<file path="config.mk">
export PLATFORM = sky130hd
export DESIGN_NAME = simon_io_seq
export DESIGN_NICKNAME = d
export VERILOG_FILES = /design/src/rtl/simon_pkg.sv /design/src/rtl/simon_ser_shift.sv /design/src/rtl/simon_io_seq.sv
export SDC_FILE = /design/constraint.sdc
export NUM_CORES = 1
export LEC_CHECK = 0
export CAP_MARGIN = 0
export CELL_PAD_IN_SITES_DETAIL_PLACEMENT = 1
export CELL_PAD_IN_SITES_GLOBAL_PLACEMENT = 2
export CORE_ASPECT_RATIO = 1.5
export CORE_UTILIZATION = 32
export CTS_CLUSTER_DIAMETER = 80
export DETAILED_ROUTE_END_ITERATION = 12
export PLACE_DENSITY_LB_ADDON = 0.25
export SETUP_SLACK_MARGIN = 0.2
export SLEW_MARGIN = 15
export SYNTH_ARGS = -nofsm -noshare
export SYNTH_HDL_FRONTEND = slang
export SYNTH_SLANG_ARGS = --single-unit
</file>
<file path="constraint.sdc">
create_clock -name clk -period 2.4 [get_ports clk]
set_clock_uncertainty 0.05 [all_clocks]
set_input_delay 0.6 -clock clk [delete_from_list [all_inputs] [get_ports clk]]
set_output_delay 0.6 -clock clk [all_outputs]
set_load 0.03 [all_outputs]
</file>
<file path="src/rtl/simon_pkg.sv">
// rtl/simon_pkg.sv - shared types and sizes for the Simon32/64 serial front end.
package simon_pkg;

  typedef enum logic [2:0] {IDLE, LOAD_KEY, LOAD_PT, FIRE, WAIT, DRAIN} seq_state_t;

  localparam int SIMON_KEY_W = 64;
  localparam int SIMON_BLK_W = 32;
  localparam int SIMON_LAT   = 32;

endpackage

</file>
<file path="src/rtl/simon_ser_shift.sv">
// rtl/simon_ser_shift.sv - load/shift register with a beat counter.
// Beats enter at the top and move down, so the first beat ends up in bits [BUS_W-1:0].
module simon_ser_shift #(
  parameter int W     = 32,
  parameter int BUS_W = 8
) (
  input  logic             clk,
  input  logic             rst,
  input  logic             load,
  input  logic [W-1:0]     load_data,
  input  logic             shift,
  input  logic [BUS_W-1:0] shift_in,
  output logic [W-1:0]     data,
  output logic             at_last
);

  localparam int BEATS = W / BUS_W;
  localparam int CNT_W = (BEATS > 1) ? $clog2(BEATS) : 1;

  logic [W-1:0]       data_q, data_d;
  logic [CNT_W-1:0]   cnt_q, cnt_d;
  logic [W+BUS_W-1:0] shifted;

  assign shifted = {shift_in, data_q};
  assign at_last = (cnt_q == CNT_W'(BEATS - 1));
  assign data    = data_q;

  always_comb begin
    data_d = data_q;
    cnt_d  = cnt_q;
    if (load) begin
      data_d = load_data;
      cnt_d  = '0;
    end else if (shift) begin
      data_d = shifted[W+BUS_W-1:BUS_W];
      cnt_d  = at_last ? '0 : cnt_q + 1'b1;
    end
  end

  always_ff @(posedge clk or negedge rst) begin
    if (!rst) begin
      data_q <= '0;
      cnt_q  <= '0;
    end else begin
      data_q <= data_d;
      cnt_q  <= cnt_d;
    end
  end

endmodule

</file>
<file path="src/rtl/simon_io_seq.sv">
// rtl/simon_io_seq.sv - byte-serial loader, start sequencer and ciphertext drain for simon_pipeline.
module simon_io_seq
  import simon_pkg::*;
#(
  parameter int BUS_W   = 8,
  parameter int KEY_W   = SIMON_KEY_W,
  parameter int BLK_W   = SIMON_BLK_W,
  parameter int LATENCY = SIMON_LAT
) (
  input  logic             clk,
  input  logic             rst,
  input  logic [BUS_W-1:0] in_data,
  input  logic             in_valid,
  output logic             in_ready,
  input  logic             new_key,
  output logic [BUS_W-1:0] out_data,
  output logic             out_valid,
  input  logic             out_ready,
  output logic             busy,
  output logic             key_loaded,
  output logic [KEY_W-1:0] core_keytext,
  output logic [BLK_W-1:0] core_plaintext,
  output logic             core_start,
  input  logic [BLK_W-1:0] core_ciphertext
);

  seq_state_t  state_q, state_d;
  logic [7:0]  wait_cnt_q, wait_cnt_d;
  logic        key_loaded_q, key_loaded_d;
  logic        key_shift, pt_shift, ct_load, ct_shift;
  logic        key_last, pt_last, ct_last;
  logic        in_fire;
  logic [BLK_W-1:0] ct_data;
  logic        ct_hi_unused;

  assign in_ready   = (state_q == IDLE) || (state_q == LOAD_KEY) || (state_q == LOAD_PT);
  assign in_fire    = in_valid && in_ready;
  assign busy       = (state_q != IDLE);
  assign core_start = (state_q == FIRE);
  assign out_valid  = (state_q == DRAIN);
  assign out_data   = ct_data[BUS_W-1:0];
  assign key_loaded = key_loaded_q;
  assign ct_hi_unused = ^ct_data;

  always_comb begin
    state_d      = state_q;
    wait_cnt_d   = wait_cnt_q;
    key_loaded_d = key_loaded_q;
    key_shift    = 1'b0;
    pt_shift     = 1'b0;
    ct_load      = 1'b0;
    ct_shift     = 1'b0;
    case (state_q)
      IDLE: if (in_fire) begin
        // A missing key forces the key phase even when the host asked for reuse.
        if (new_key || !key_loaded_q) begin
          key_shift    = 1'b1;
          key_loaded_d = key_last;
          state_d      = key_last ? LOAD_PT : LOAD_KEY;
        end else begin
          pt_shift = 1'b1;
          state_d  = pt_last ? FIRE : LOAD_PT;
        end
      end
      LOAD_KEY: if (in_fire) begin
        key_shift = 1'b1;
        if (key_last) begin
          key_loaded_d = 1'b1;
          state_d      = LOAD_PT;
        end
      end
      LOAD_PT: if (in_fire) begin
        pt_shift = 1'b1;
        if (pt_last) state_d = FIRE;
      end
      FIRE: begin
        wait_cnt_d = 8'(LATENCY - 1);
        state_d    = WAIT;
      end
      WAIT: begin
        if (wait_cnt_q == 8'd0) begin
          ct_load = 1'b1;
          state_d = DRAIN;
        end else begin
          wait_cnt_d = wait_cnt_q - 8'd1;
        end
      end
      DRAIN: if (out_ready) begin
        ct_shift = 1'b1;
        if (ct_last) state_d = IDLE;
      end
      default: state_d = IDLE;
    endcase
  end

  always_ff @(posedge clk or negedge rst) begin
    if (!rst) begin
      state_q      <= IDLE;
      wait_cnt_q   <= '0;
      key_loaded_q <= 1'b0;
    end else begin
      state_q      <= state_d;
      wait_cnt_q   <= wait_cnt_d;
      key_loaded_q <= key_loaded_d;
    end
  end

  simon_ser_shift #(.W(KEY_W), .BUS_W(BUS_W)) u_key (
    .clk(clk), .rst(rst), .load(1'b0), .load_data('0),
    .shift(key_shift), .shift_in(in_data), .data(core_keytext), .at_last(key_last)
  );

  simon_ser_shift #(.W(BLK_W), .BUS_W(BUS_W)) u_pt (
    .clk(clk), .rst(rst), .load(1'b0), .load_data('0),
    .shift(pt_shift), .shift_in(in_data), .data(core_plaintext), .at_last(pt_last)
  );

  simon_ser_shift #(.W(BLK_W), .BUS_W(BUS_W)) u_ct (
    .clk(clk), .rst(rst), .load(ct_load), .load_data(core_ciphertext),
    .shift(ct_shift), .shift_in('0), .data(ct_data), .at_last(ct_last)
  );

endmodule

</file>
Yosys cells after proc, flatten, opt, wreduce, memory -nomap -nowiden
Index checks and enable logic that the tools add are counted.
Operators by class
  add/subtract/negate cells: 4
  equal/unequal tests: 18
  mux-type cells: 37
  reductions and logical operators: 14
Operator list (number)
  $mux W32: 2
  $mux W3: 9
  $pmux W3 S6: 1
  $pmux W8 S2: 1
  $mux W1: 14
  $ne A2 B2 Y1 const B: 7
  $mux W2: 6
  $eq A3 B3 Y1 const B: 3
  $logic_not A8 Y1: 1
  $mux W8: 1
  $reduce_and A8 Y1: 1
  $sub A8 B1 Y8 const B: 1
  $eq A3 B2 Y1 const B: 2
  $ne A2 B1 Y1 const B: 3
  $pmux W1 S2: 3
  $reduce_bool A2 Y1: 3
  $reduce_and A5 Y1: 1
  $add A2 B1 Y2 const B: 2
  $eq A2 B2 Y1 const B: 2
  $add A3 B1 Y3 const B: 1
  $eq A3 B1 Y1 const B: 1
  $logic_not A3 Y1: 1
  $logic_or A1 B1 Y1: 3
  $reduce_bool A3 Y1: 1
  other kinds (3): 3
Storage, ports and cells
  flip-flop bits (word level): 147
  input bits: 45
  output and inout port bits: 109

Longest topological paths before layout
  depth in word-level cells: 6
  depth in mapped cells: 8

By module
A second synthesis with hierarchy kept.
Second synthesis, totals
  cell total of the unflattened synthesis: 666
  area, all modules: 7121.8 um^2
Modules (own cells, without submodules)
  simon_ser_shift (u_ct ...): times used 2, cells an instance 146, area an instance 1594.0 um^2
  simon_ser_shift (u_key): times used 1, cells an instance 290, area an instance 3134.3 um^2
  simon_io_seq: times used 1, cells an instance 84, area an instance 799.5 um^2

Worst setup path before layout
OpenSTA, ideal clock, no wires.
  path type: register to output
  start point: reg state_q[2]
  end point: out core_start
  arrival: 1220 ps
  data required time: 1750 ps
  setup slack: 530 ps
  cell stages (with the launch flop): 5
  cell sequence: dfrtp_1 > buf_4 > or2_2 > clkbuf_1 > inv_1
Between the ends
  longest elaborated chain between the ends: 1
RTL lines
  start: declaration: line simon_io_seq.sv:27  | seq_state_t state_q, state_d;
  start signal: assignment: line simon_io_seq.sv:102  | state_q <= state_d;
  $eq A3 B2 Y1: line simon_io_seq.sv:39  | assign core_start = (state_q == FIRE);
  end: declaration: line simon_io_seq.sv:23  | output logic core_start,
Every way passes these cells.

Worst setup path in the final report
  start point: reg state_q[0]
  end point: out in_ready
Between the ends
  longest elaborated chain between the ends: 3
  elaborated cells on any way between the ends: 5
RTL lines
  $eq A3 B1 Y1 / $logic_not A3 Y1 (equally long branches): line simon_io_seq.sv:36  | assign in_ready = (state_q == IDLE) || (state_q == LOAD_KEY) || (state_q == LOAD_PT);
  $logic_or A1 B1 Y1: line simon_io_seq.sv:36
  $logic_or A1 B1 Y1 (*): line simon_io_seq.sv:36
  end: declaration: line simon_io_seq.sv:14  | output logic in_ready,
Every way passes the cells marked *; elsewhere a longest branch is shown, timed or not.

==> metrics.txt <==
outcome complete, no violations; Hold Crit Class in2async; Layout area overhead 43.6%; sequential element share of the synthesized area 0.603; Mapped Cells 477; CP Depth 2; nets about 690; top-count cell post-synth dfrtp_1; synthesized net count 527; setup TNS 0 ps; Synth Area per Inst 12.8 um^2; CTS Buffer Depth 2; commonest cells in the synthesized netlist dfrtp_1 (147), mux2_2 (101), nand2_1 (63); maxcap violations 0; min Tclk post-route 2160 ps; GRT overflow 0; P_leak 4.06 nW; die span in y 171 um; Setup crit end kind output port; post-synth top area cell dfrtp_1; vias in the first global route a little under 5000; worst skew pair latency 420 ps; Chip Width 115 um; WL final 15200 um; top cell family by delay on the critical path flip-flops; first-pass GRT wire length 25000 um; RePlAce Congestion 0.727; CORE AREA 18600 um^2; CP Launch Point state_q[0]; Synth async-reset ratio 1.00; Port-buffer cells 153; Worst Tran Pin Value about 460 ps; worst path cell trace a21oi_1 -> clkdlybuf4s15_2; die area 19600 um^2; Ports 154; Worst Path Arrival ~1500 ps; top cell type's share of synthesized area 0.603; Vias/cell 4.77; HPWL after DPL roughly 10000 um; top post-synthesis cells by area dfrtp_1 (60%), mux2_2 (19%), nand2_1 (3.9%); worst path bufs/invs 1; DRC 0; Finished Cell Area between 8000 and 9000 um^2; FILL cells 1966; Synth Cell Area 6100 um^2; Clock Tree Root clkbuf_16; synthesized flop and latch total 147; Row Count 61; slowest stage delay, CP 440 ps; Ys Warns 0; CTS clk-pin slew, worst paths ~60 ps; largest net degree at the start of global routing between 50 and 60; Vias 4338; Register Area 3680 um^2; critical path class reg2out; Antenna Cells 0; maximum vdd drop 0.856 mV; relative slew slack 0.695; Fmax 462 MHz; number of synthesized flops with an enable pin 0; Post-DRT Antenna Nets 0; R2R cell count 7; Distinct cells, synth 46; Final Hold Fails 0; CP required about 1800 ps; final setup violation count 0; crit start category register; fin crit share 0.901; PwrDens around 1500 nW/um^2; R2R Setup Slk 380 ps; # clock sinks 147; gr usage total 0.166; worst r2r src wait_cnt_q[0]; drt wl/cell between 15 and 20 um; area of the multi-input gates between 2000 and 2500 um^2; Final Max Tran Viols 0; Critical-path top delay cell dfrtp_2; CP Max Fanout 5; first-pass detailed-route iteration total 4; share of cells above drive strength 1 0.274; area post-placement 8070 um^2; initial antenna violation count 0; H-tree depth 4; initial DRC count 177; Initial Utilization 0.327; RSZ-0062 raised after global routing no; TritonCTS clock tree built; Top FF cell, synth dfrtp_1; CTS buffer count 17
-- power by group --
part	leakage, nW	internal (mW)	switching (mW)
sequential	1.86	3.54	0.822
combinational	1.93	2.77	3.01
clock	0.274	1.46	1.13
-- placed cells by master, fill, tap and decap left out, types with 3 or more instances in the layout --
cell type          n
dfrtp_1          146
clkdlybuf4s50_1  121
mux2_2           101
nand2_1           63
nor2_1            24
dlymetal6s2s_1    24
a31oi_1           19
nand3_1           19
clkbuf_16         17
buf_4             16
buf_12            11
a22oi_1            8
a21oi_1            7
nor3_1             5
ha_1               5
nand2b_1           4
inv_6              4
buf_6              4
inv_8              3
clkinvlp_4         3
dlygate4sd2_1      3
-- logic make-up after synthesis --
family / after synthesis / share of synthesized area
AND/OR/NAND/NOR: 134 / 0.105
multiplexers: 103 / 0.190
XOR/XNOR: 2 / 0.00287
AO/OA/AOI/OAI: 49 / 0.0540
buffers and inverters: 37 / 0.0349
adder cells (fa/ha/maj): 5 / 0.0103
flip-flops: 147 / 0.603
-- area by class of cell --
| type | count | share of cell area |
|---|---|---|
| clock inverters | 14 | 0.0164 |
| inverters | 3 | 0.00157 |
| repair buffers | 182 | 0.223 |
| clock buffers | 18 | 0.0490 |
| well taps | 252 | 0.0360 |
| flip-flops and latches | 147 | 0.420 |
| multi-input cells | 293 | 0.254 |
-- per-layer routing --
metal | GRT usage | up-vias | part of all wire
met3 | 0.0641 | 11 | 0.069
met1 | 0.178 | 2203 | 0.38
li1 | - | 2003 | -
met2 | 0.297 | 121 | 0.54
met4 | 0.0553 | 0 | 0.011
met5 | 0 | - | 0
-- registers in the layout, indices dropped and copies added (netlist names) --
register and flops:
u_pt.data 32, state_q 3, u_key.data 64, wait_cnt_q 8
u_pt.cnt_q 2, u_key.cnt_q 3, u_ct.data 32, u_ct.cnt_q 2
key_loaded 1
-- repair_timing --
| action | in CTS | in global routing |
|---|---|---|
| gates resized for setup | 19 | 26 |
| setup buffers | 3 | 3 |
| pin swaps | 1 | 1 |
| endpoints found under the setup margin | 7 | 25 |
| hold buffers | 0 | 0 |
-- path summary, 6_finish.rpt --
kind	endpoint
max in group asynchronous	u_pt.data[16]
setup / recovery	in_ready
hold / removal	wait_cnt_q[4]
setup reg to reg	u_ct.data[3]
min in group clk	u_ct.data[2]
hold reg to reg	u_ct.data[2]
-- through the flow --
stage	hold WS [ps]	worst slack [ps]	total power, mW	instances	utilization
after detailed placement	432	32.1	10.2	871	0.433
final	37.6	237	12.7	909	0.470
after global routing	47.9	193	13.5	909	0.470
after CTS	33.6	199	13.0	906	0.465
after floorplan	254	530	7.66	477	-
after global placement	423	41.2	10.1	871	0.433
Power figures use the tool's default switching activity.
